<file path="src/rtl/serial_subtractor4.sv">
// serial_subtractor4: bit-serial a - b - bin on one full-subtractor slice, LSB first.
// Latency: WIDTH cycles from the accept edge to done; one operation per WIDTH+2 cycles.
// Backpressure: start is accepted only in IDLE; start while busy is ignored.
//
// Ports:
//   clk, rst_n        rising-edge clock, asynchronous active-low reset
//   start, a, b, bin  request plus operands, all sampled together in IDLE
//   busy              high in RUN and DONE
//   done              one-cycle pulse when diff/bout (and ovf) are valid
//   diff, bout        a - b - bin mod 2^WIDTH and the unsigned borrow out
//   ovf               signed-overflow flag, present only with SUB_OVERFLOW_EN
//
// Optional feature macro: SUB_OVERFLOW_EN adds the ovf output.

module serial_subtractor4 #(
    parameter int WIDTH = 4
) (
    input  logic             clk,
    input  logic             rst_n,
    input  logic             start,
    input  logic [WIDTH-1:0] a,
    input  logic [WIDTH-1:0] b,
    input  logic             bin,
    output logic             busy,
    output logic             done,
    output logic [WIDTH-1:0] diff,
    output logic             bout
`ifdef SUB_OVERFLOW_EN
    ,
    output logic             ovf
`endif
);

    localparam int CNT_W = (WIDTH > 1) ? $clog2(WIDTH) : 1;
    localparam logic [CNT_W-1:0] LAST_BIT = CNT_W'(WIDTH - 1);

    typedef enum logic [1:0] {
        S_IDLE = 2'd0,
        S_RUN  = 2'd1,
        S_DONE = 2'd2
    } state_t;

    state_t             r_state;
    state_t             w_state_nxt;

    logic [WIDTH-1:0]   r_a;
    logic [WIDTH-1:0]   r_b;
    logic [WIDTH-1:0]   r_res;
    logic               r_borrow;
    logic [CNT_W-1:0]   r_cnt;
    logic [WIDTH-1:0]   r_diff;
    logic               r_bout;

    logic               w_accept;
    logic               w_last;
    logic               w_busy;
    logic               w_done;

    logic               w_x;
    logic               w_y;
    logic               w_d;
    logic               w_borrow_nxt;
    logic [WIDTH-1:0]   w_res_nxt;

    // ------------------------------------------------------------------
    // FSM state register
    // ------------------------------------------------------------------
    always_ff @(posedge clk or negedge rst_n) begin
        if (!rst_n) begin
            r_state <= S_IDLE;
        end else begin
            r_state <= w_state_nxt;
        end
    end

    // ------------------------------------------------------------------
    // FSM next-state and control
    // ------------------------------------------------------------------
    always_comb begin
        w_state_nxt = r_state;
        w_accept    = 1'b0;
        w_last      = 1'b0;
        w_busy      = 1'b0;
        w_done      = 1'b0;
        case (r_state)
            S_IDLE: begin
                if (start) begin
                    w_accept    = 1'b1;
                    w_state_nxt = S_RUN;
                end
            end
            S_RUN: begin
                w_busy = 1'b1;
                if (r_cnt == LAST_BIT) begin
                    w_last      = 1'b1;
                    w_state_nxt = S_DONE;
                end
            end
            S_DONE: begin
                w_busy      = 1'b1;
                w_done      = 1'b1;
                w_state_nxt = S_IDLE;
            end
            default: begin
                w_state_nxt = S_IDLE;
            end
        endcase
    end

    // ------------------------------------------------------------------
    // 1-bit full-subtractor slice on the operand LSBs
    // ------------------------------------------------------------------
    assign w_x          = r_a[0];
    assign w_y          = r_b[0];
    assign w_d          = w_x ^ w_y ^ r_borrow;
    assign w_borrow_nxt = (~w_x & w_y) | (~(w_x ^ w_y) & r_borrow);

    // Result bits enter at the MSB so that after WIDTH shifts bit 0 sits at the LSB.
    assign w_res_nxt = {w_d, r_res[WIDTH-1:1]};

    // ------------------------------------------------------------------
    // Operand shifters, borrow flop and bit counter
    // ------------------------------------------------------------------
    always_ff @(posedge clk or negedge rst_n) begin
        if (!rst_n) begin
            r_a      <= '0;
            r_b      <= '0;
            r_res    <= '0;
            r_borrow <= 1'b0;
            r_cnt    <= '0;
        end else if (w_accept) begin
            r_a      <= a;
            r_b      <= b;
            r_res    <= '0;
            r_borrow <= bin;
            r_cnt    <= '0;
        end else if (r_state == S_RUN) begin
            r_a      <= r_a >> 1;
            r_b      <= r_b >> 1;
            r_res    <= w_res_nxt;
            r_borrow <= w_borrow_nxt;
            r_cnt    <= r_cnt + CNT_W'(1);
        end
    end

    // ------------------------------------------------------------------
    // Visible results: loaded only on the edge that completes the last
    // bit, so the outputs never expose a partially assembled difference.
    // ------------------------------------------------------------------
    always_ff @(posedge clk or negedge rst_n) begin
        if (!rst_n) begin
            r_diff <= '0;
            r_bout <= 1'b0;
        end else if (w_last) begin
            r_diff <= w_res_nxt;
            r_bout <= w_borrow_nxt;
        end
    end

`ifdef SUB_OVERFLOW_EN
    // On the last bit the slice inputs are exactly the latched operand MSBs
    // and w_d is the result MSB, so no extra MSB registers are needed.
    logic r_ovf;

    always_ff @(posedge clk or negedge rst_n) begin
        if (!rst_n) begin
            r_ovf <= 1'b0;
        end else if (w_last) begin
            r_ovf <= (w_x != w_y) && (w_d != w_x);
        end
    end

    assign ovf = r_ovf;
`endif

    assign busy = w_busy;
    assign done = w_done;
    assign diff = r_diff;
    assign bout = r_bout;

endmodule

</file>
<file path="config.mk">
export PLATFORM = sky130hd
export DESIGN_NAME = serial_subtractor4
export DESIGN_NICKNAME = d
export VERILOG_FILES = /design/src/rtl/serial_subtractor4.sv
export SDC_FILE = /design/constraint.sdc
export NUM_CORES = 1
export LEC_CHECK = 0
export CAP_MARGIN = 20
export CORE_MARGIN = 5
export CORE_UTILIZATION = 54
export DETAILED_ROUTE_END_ITERATION = 6
export GPL_ROUTABILITY_DRIVEN = 0
export PLACE_DENSITY = 0.9
export REMOVE_ABC_BUFFERS = 1
export SETUP_SLACK_MARGIN = 0.4
export SYNTH_ARGS = -nofsm -noshare
export SYNTH_HDL_FRONTEND = slang
export SYNTH_SLANG_ARGS = --single-unit
</file>
<file path="constraint.sdc">
create_clock -name clk -period 2.6 [get_ports clk]
set_input_delay 0.52 -clock clk [delete_from_list [all_inputs] [get_ports clk]]
set_output_delay 0.52 -clock clk [all_outputs]
set_load 0.02 [all_outputs]
</file>
# After elaboration in Yosys (flattened, before gate mapping)
# Cells that the tools add are included.
[classes] addsub=1 mux=19 n_shift=0 reduce_logical=4 order_cmp=0 eq_ne=5 div_mod_pow=0 bitwise_logic=7 mul=0
[op_table] op="4-bit two-way mux" n=6
[op_table] op="1-bit two-way mux" n=8
[op_table] op="2-bit two-way mux" n=4
[op_table] op="2-bit equality test (second input constant)" n=2
[op_table] op="2-bit inequality test (second input constant)" n=2
[op_table] op="2-bit one-hot mux with 2 select lines" n=1
[op_table] op="2-bit by 1-bit adder with 2-bit output (second input constant)" n=1
[op_table] op="1-bit AND" n=2
[op_table] op="2-bit by 1-bit equality test with 1-bit output (second input constant)" n=1
[op_table] op="2-bit logical NOT" n=1
[op_table] op="1-bit NOT" n=2
[op_table] op="2-bit AND reduction" n=1
[op_table] op="2-bit nonzero test" n=1
[op_table] op="2-bit OR reduction" n=1
[op_table] op="1-bit XOR" n=2
[op_table] op="1-bit OR" n=1
[word_totals] memories=0 reg_bits=22 latchBits=0 mem_bits_rw=0 mem_bits_ro=0 wordCells=44 output_inout_bits=7

# Logic depth before layout (Yosys ltp)
# Gate-level depths: netlist of the first run.
[depth] ltp_word=6 mapped_depth=6 mapped_depth_nobuf=5

# Least setup slack after synthesis of the first run
# OpenSTA, ideal clock, no wires.
[synth_timing] path_type="reg-to-reg" from="register r_state[0]" to="register r_state[0]" stages_incl_launch_ff=6 n_path_buf=0 setup_ps=128 period_less_slack_ps=1316 arrival_ps=1188 slack_ps=1284 path_cell_list="dfrtp_1 -> inv_1 -> ha_1 -> nor2b_2 -> a21oi_1 -> mux2_1"
[synth_between] elab_chain_cells=3 word_cells_on_any_way=6
[synth_lines] element="from (decl)" line_no="43" source="state_t r_state;"
[synth_lines] element="from (signal assigned)" line_no="72" source="r_state <= w_state_nxt;"
[synth_lines] element="2-bit by 1-bit equality test with 1-bit output or 2-bit logical NOT (tied branches)" line_no="85" source="case (r_state)"
[synth_lines] element="2-bit inequality test (no line)"
[synth_lines] element="2-bit AND reduction (no line)"
# Several ways; a longest one is shown, not always the timed one.
# A chain may end at the register's enable or synchronous reset.

# Worst setup path after layout of the first run
[layout_timing] from="register r_state[0]" to="output port done"
[layout_between] elab_chain_cells=2
[layout_lines] element="2-bit equality test" line_no="85"
[layout_lines] element="1-bit two-way mux" line_no="85"
[layout_lines] element="to (decl)" line_no="25" source="output logic done,"
# No other way between the ends.

==> results.json, run 1 <==
{
  "max_cap_viol_count": 0,
  "io_buffers": 18,
  "synthTopCellsByCount": "21 x dfrtp_1, 10 x mux2i_1, 10 x nand2_1, 6 x o21ai_0",
  "n_fill_cell": 131,
  "peakVddDrop_v": 0.000692,
  "grt_overflow": 0,
  "place_inst": 127,
  "synth.distinct_cells": 24,
  "worstPathArrival_ns": 1.57,
  "layout-drive-gt1-share": 0.151,
  "synth_top_area_cell": "dfrtp_1",
  "vias": 651,
  "min_period_ns": 2.09,
  "syn-cell-area_um2": 1040,
  "fin_skew_ns": 0.00723,
  "wl_per_cell_um": 12.1,
  "placement_rows": 15,
  "cts_tree": "yes",
  "status": "completed",
  "clkLatencyLatePin_ns": 0.30,
  "clkTransAtPathRegs_ns": 0.11,
  "syn_avg_cell_area_um2": 12.1,
  "wirelength_mm": 1.59,
  "synthArstFlopShare": 1.00,
  "drc_errors": 0,
  "synth_most_common_cell": "dfrtp_1",
  "first_pass_iters": 4,
  "cts.hold.buffers_added": 0,
  "p_per_area_nw_per_um2": 1200,
  "cp-end-kind": "output pin",
  "die_h_um": 53.8,
  "grt_usage": 0.131,
  "netlist_instances": 86,
  "start_util": 0.582,
  "die_w_um": 53.8,
  "grt_max_degree": 24,
  "antenna_cells": 0,
  "cts_sinks": 21,
  "max_freq_ghz": 0.478,
  "ys_seq_area_frac": 0.507,
  "rsz0062_at_grt": "no",
  "clock_path_buffers": 2,
  "grt_first_pass_wirelength_mm": 2.66,
  "synthDominantCellAreaShare": 0.507,
  "hp-class": "flip-flop to flip-flop",
  "drv_slew": 0,
  "core_area_um2": 1780,
  "fin_nets": 125,
  "ioPinCount": 19,
  "finalHoldViolCount": 0,
  "synth-seq-cells": 21,
  "dp_slack_ns": 0.737,
  "cts-root-buf": "clkbuf_4",
  "critical_path_class": "flip-flop to output pin",
  "finalInstanceArea_um2": 1250,
  "ant_nets": 0,
  "setup_viol": 0,
  "fin_crit_sh": 0.805,
  "die-area_um2": 2900,
  "tightest_slew_ns": 0.370,
  "slew_headroom": 0.753,
  "placed_area_um2": 1220,
  "tns_ns": 0,
  "synth_edf_count": 0,
  "first_iter_violations": 10,
  "power_mw": 1.50,
  "vias_per_cell": 4.97,
  "utilization": 0.699,
  "grt_pass1_vias": 612,
  "worst_ep_required_time_ns": 2.08,
  "p_leak_nw": 0.599,
  "cts-htree-levels": 1,
  "synth-main-ff-cell": "dfrtp_1",
  "synth_area_leaders": "dfrtp_1 51%, mux2i_1 9.7%, mux2_4 7.2%",
  "final_cells": 131,
  "antenna_found_initial": 0,
  "dp_hpwl_mm": 1.23,
  "hold-worst-slack_ns": 0.520,
  "critPathLaunchType": "flip-flop",
  "syn2layout_area_growth_pct": 20.1,
  "synth_warnings": 0,
  "layout_setup_ws_ns": 0.507,
  "cts_buffers": 3,
  "critPathMaxFanout": 3
}
-- final timing paths --
check                      slack, ns                    from                      to  depth (start not counted)
max                             0.51  r_state[0]$_DFFE_PN0P_                    done                          3
min reg2reg                     0.52     diff[0]$_DFFE_PN0P_     diff[0]$_DFFE_PN0P_                          1
max reg2reg                     0.93  r_state[1]$_DFFE_PN0P_    r_borrow$_DFFE_PN0P_                          5
min                             0.52     diff[0]$_DFFE_PN0P_     diff[0]$_DFFE_PN0P_                          1
max in group asynchronous       1.83                   rst_n  r_state[1]$_DFFE_PN0P_                          2
min in group asynchronous       0.55                   rst_n      r_b[0]$_DFFE_PN0P_                          2
-- worst max-delay path: stages, from the launching register on --
cell	delay, ns
dfrtp_1	0.42
inv_1	0.11
ha_1	0.15
clkdlybuf4s50_1	0.59
-- cell type report --
type / count / area [um2] / share of cell area
repair buffers: 20 / 194 / 0.156
inverters: 5 / 18.8 / 0.0151
clock inverters: 1 / 5.00 / 0.00402
well taps: 25 / 31.3 / 0.0251
flip-flops and latches: 21 / 526 / 0.422
multi-input cells: 56 / 449 / 0.360
clock buffers: 3 / 22.5 / 0.0181
-- power by group --
group | internal, mW | switching [mW] | total (mW)
Clock | 0.0572 | 0.0917 | 0.149
Combinational | 0.398 | 0.390 | 0.787
Sequential | 0.476 | 0.0866 | 0.563
-- routing by layer --
layer	GRT usage	vias up	part of all wire
met5	0	-	0
met4	0.0894	0	0.014
met3	0.0249	2	0.037
met2	0.208	11	0.52
met1	0.160	313	0.43
li1	-	325	-
-- flip-flops by register name, summed over array words and instances, names as in the netlist --
name      cells
diff          4
r_a           4
r_b           4
r_res         3
r_cnt         2
r_state       2
bout          1
r_borrow      1
-- logic make-up (layout without fill, tap and decap cells) --
group,Yosys count,in the layout,synth area share
mux,16,16,0.180
buf+inv,9,29,0.0603
fa+ha+maj,6,6,0.0796
xor+xnor,1,1,0.00845
flops,21,21,0.507
compound gates,13,13,0.0688
simple gates,20,20,0.0965
-- layout by cell type (no fill, tap or decap) --
| master | count |
|---|---|
| dfrtp_1 | 21 |
| clkdlybuf4s50_1 | 17 |
| mux2i_1 | 10 |
| nand2_1 | 10 |
| o21ai_0 | 6 |
| inv_1 | 5 |
| mux2_4 | 5 |
| nor2_1 | 5 |
| ha_1 | 5 |
| o21ai_1 | 4 |
| clkbuf_4 | 3 |
| buf_4 | 2 |
| nand2_4 | 1 |
| and2_4 | 1 |
| nand2b_2 | 1 |
| o21ai_2 | 1 |
| nor2b_2 | 1 |
| o21a_1 | 1 |
| nand2b_1 | 1 |
| a21oi_1 | 1 |
| mux2_1 | 1 |
| xnor2_1 | 1 |
| fa_1 | 1 |
| clkinv_2 | 1 |
| dlygate4sd2_1 | 1 |
-- repair_timing --
item	CTS	global route
setup endpoints to repair	1	0
gates resized for setup	1	0
buffers inserted	0	0
No activity file was read; power rests on OpenSTA's default activity.
==> run 2, diff against run 1 <==
--- a/config.mk
+++ b/config.mk
@@ -7,10 +7,10 @@
 export LEC_CHECK = 0
 export CAP_MARGIN = 20
 export CORE_MARGIN = 5
-export CORE_UTILIZATION = 54
+export CORE_UTILIZATION = 50
 export DETAILED_ROUTE_END_ITERATION = 6
 export GPL_ROUTABILITY_DRIVEN = 0
-export PLACE_DENSITY = 0.9
+export PLACE_DENSITY = 0.85
 export REMOVE_ABC_BUFFERS = 1
 export SETUP_SLACK_MARGIN = 0.4
 export SYNTH_ARGS = -nofsm -noshare
==> constraint.sdc (replaced) <==
create_clock -name clk -period 2 [get_ports clk]
set_input_delay 0.4 -clock clk [delete_from_list [all_inputs] [get_ports clk]]
set_output_delay 0.4 -clock clk [all_outputs]
set_load 0.02 [all_outputs]
==> results.json, run 2 (same netlist as run 1, synthesis figures left out) <==
{
  "io_buffers": 18,
  "tightest_slew_ns": 0.267,
  "status": "completed",
  "hp-class": "primary input to asynchronous set/reset pin",
  "grt_usage": 0.126,
  "min_period_ns": 1.57,
  "fin_skew_ns": 0.00703,
  "critPathLaunchType": "flip-flop",
  "antenna_found_initial": 0,
  "antenna_cells": 0,
  "setup_viol": 0,
  "critical_path_class": "flip-flop to output pin",
  "first_iter_violations": 6,
  "worstPathArrival_ns": 1.17,
  "worst_ep_required_time_ns": 1.60,
  "drv_slew": 0,
  "wirelength_mm": 1.73,
  "clkLatencyLatePin_ns": 0.30,
  "cts_buffers": 3,
  "die_w_um": 55.5,
  "wl_per_cell_um": 12.9,
  "cts_sinks": 21,
  "placement_rows": 16,
  "max_cap_viol_count": 0,
  "hold-worst-slack_ns": 0.436,
  "regArea_um2": 526,
  "vias": 647,
  "cts-root-buf": "clkbuf_4",
  "tns_ns": 0,
  "n_fill_cell": 181,
  "dp_hpwl_mm": 1.32,
  "peakVddDrop_v": 0.000983,
  "cts.hold.buffers_added": 0,
  "cts-htree-levels": 1,
  "max_freq_ghz": 0.637,
  "p_leak_nw": 0.623,
  "cp-end-kind": "output pin",
  "p_per_area_nw_per_um2": 1590,
  "slew_headroom": 0.822,
  "grt_pass1_vias": 705,
  "finalHoldViolCount": 0,
  "fin_nets": 126,
  "die-area_um2": 3090,
  "cts_tree": "yes",
  "clkTransAtPathRegs_ns": 0.12,
  "layout-drive-gt1-share": 0.206,
  "drc_errors": 0,
  "clock_path_buffers": 2,
  "grt_max_degree": 24,
  "first_pass_iters": 3,
  "final_common_cell": "dfrtp_1",
  "vias_per_cell": 4.83,
  "ant_nets": 0,
  "die_h_um": 55.5,
  "core_area_um2": 1960,
  "ioPinCount": 19,
  "grt_overflow": 0,
  "critPathMaxFanout": 3,
  "multi_input_area_um2": 453,
  "rsz0062_at_grt": "yes",
  "grt_first_pass_wirelength_mm": 3.08,
  "start_util": 0.529,
  "fin_crit_sh": 0.785,
  "syn2layout_area_growth_pct": 21.0,
  "mostFrequentLayoutCells": "21 x dfrtp_1, 11 x clkdlybuf4s50_1, 10 x mux2i_1, 10 x nand2_1, 6 x o21ai_0"
}
run 2: cell types whose count changed in the layout (fill, tap and decap cells not counted), sizes merged:
cell and change:
clkdlybuf4s50 -6, buf +3, dlygate4sd2 +4
run 2: area by class of cell:
cell class                      instances  share of cell area
Timing Repair Buffer                   21               0.157
Inverter                                5              0.0150
Multi-Input combinational cell         56               0.361
Sequential cell                        21               0.419
Clock inverter                          1             0.00399
Clock buffer                            3              0.0179
Tap cell                               27              0.0269
run 2: stage by stage:
step	power, mW	instances	utilization	cell area, um2	setup WS [ns]
final	1.99	134	0.640	1250	0.430
after global placement	1.73	129	0.623	1220	0.331
after global routing	2.16	134	0.640	1250	0.368
after detailed placement	1.81	129	0.623	1220	0.264
after floorplan	1.48	82	-	993	0.323
after CTS	1.99	134	0.639	1250	0.306
run 2: critical path, stage by stage, from the launching register on:
cell and delay [ns]:
dfrtp_1 0.39, inv_2 0.06, ha_1 0.30, buf_6 0.13
run 2: worst paths after layout:
| check | start | endpoint | slack [ns] | cells after the start |
|---|---|---|---|---|
| min | rst_n | diff[2]$_DFFE_PN0P_ | 0.44 | 2 |
| max in group asynchronous | rst_n | r_b[1]$_DFFE_PN0P_ | 1.35 | 2 |
| min in group clk | bout$_DFFE_PN0P_ | bout$_DFFE_PN0P_ | 0.52 | 2 |
| max reg2reg | r_state[0]$_DFFE_PN0P_ | r_state[0]$_DFFE_PN0P_ | 0.48 | 5 |
| max | r_state[0]$_DFFE_PN0P_ | busy | 0.43 | 3 |
| min reg2reg | bout$_DFFE_PN0P_ | bout$_DFFE_PN0P_ | 0.52 | 2 |
run 2: routing by layer:
metal | vias up | track usage | wire, um
met5 | - | 0 | 0
met1 | 311 | 0.141 | 704
met4 | 0 | 0.0729 | 21
li1 | 324 | - | -
met3 | 2 | 0.0326 | 67
met2 | 10 | 0.215 | 939
run 2: where the power goes:
| part | leakage, nW | internal (mW) | switching [mW] |
|---|---|---|---|
| clock | 0.0177 | 0.0744 | 0.125 |
| sequential | 0.268 | 0.619 | 0.114 |
| combinational | 0.337 | 0.526 | 0.536 |
| total | 0.623 | 1.22 | 0.775 |
run 2: what timing repair did:
item,CTS,global route
setup endpoints to repair,7,3
gates cloned,0,0
pin swaps,0,0
resized for setup,12,7
setup buffers,1,0
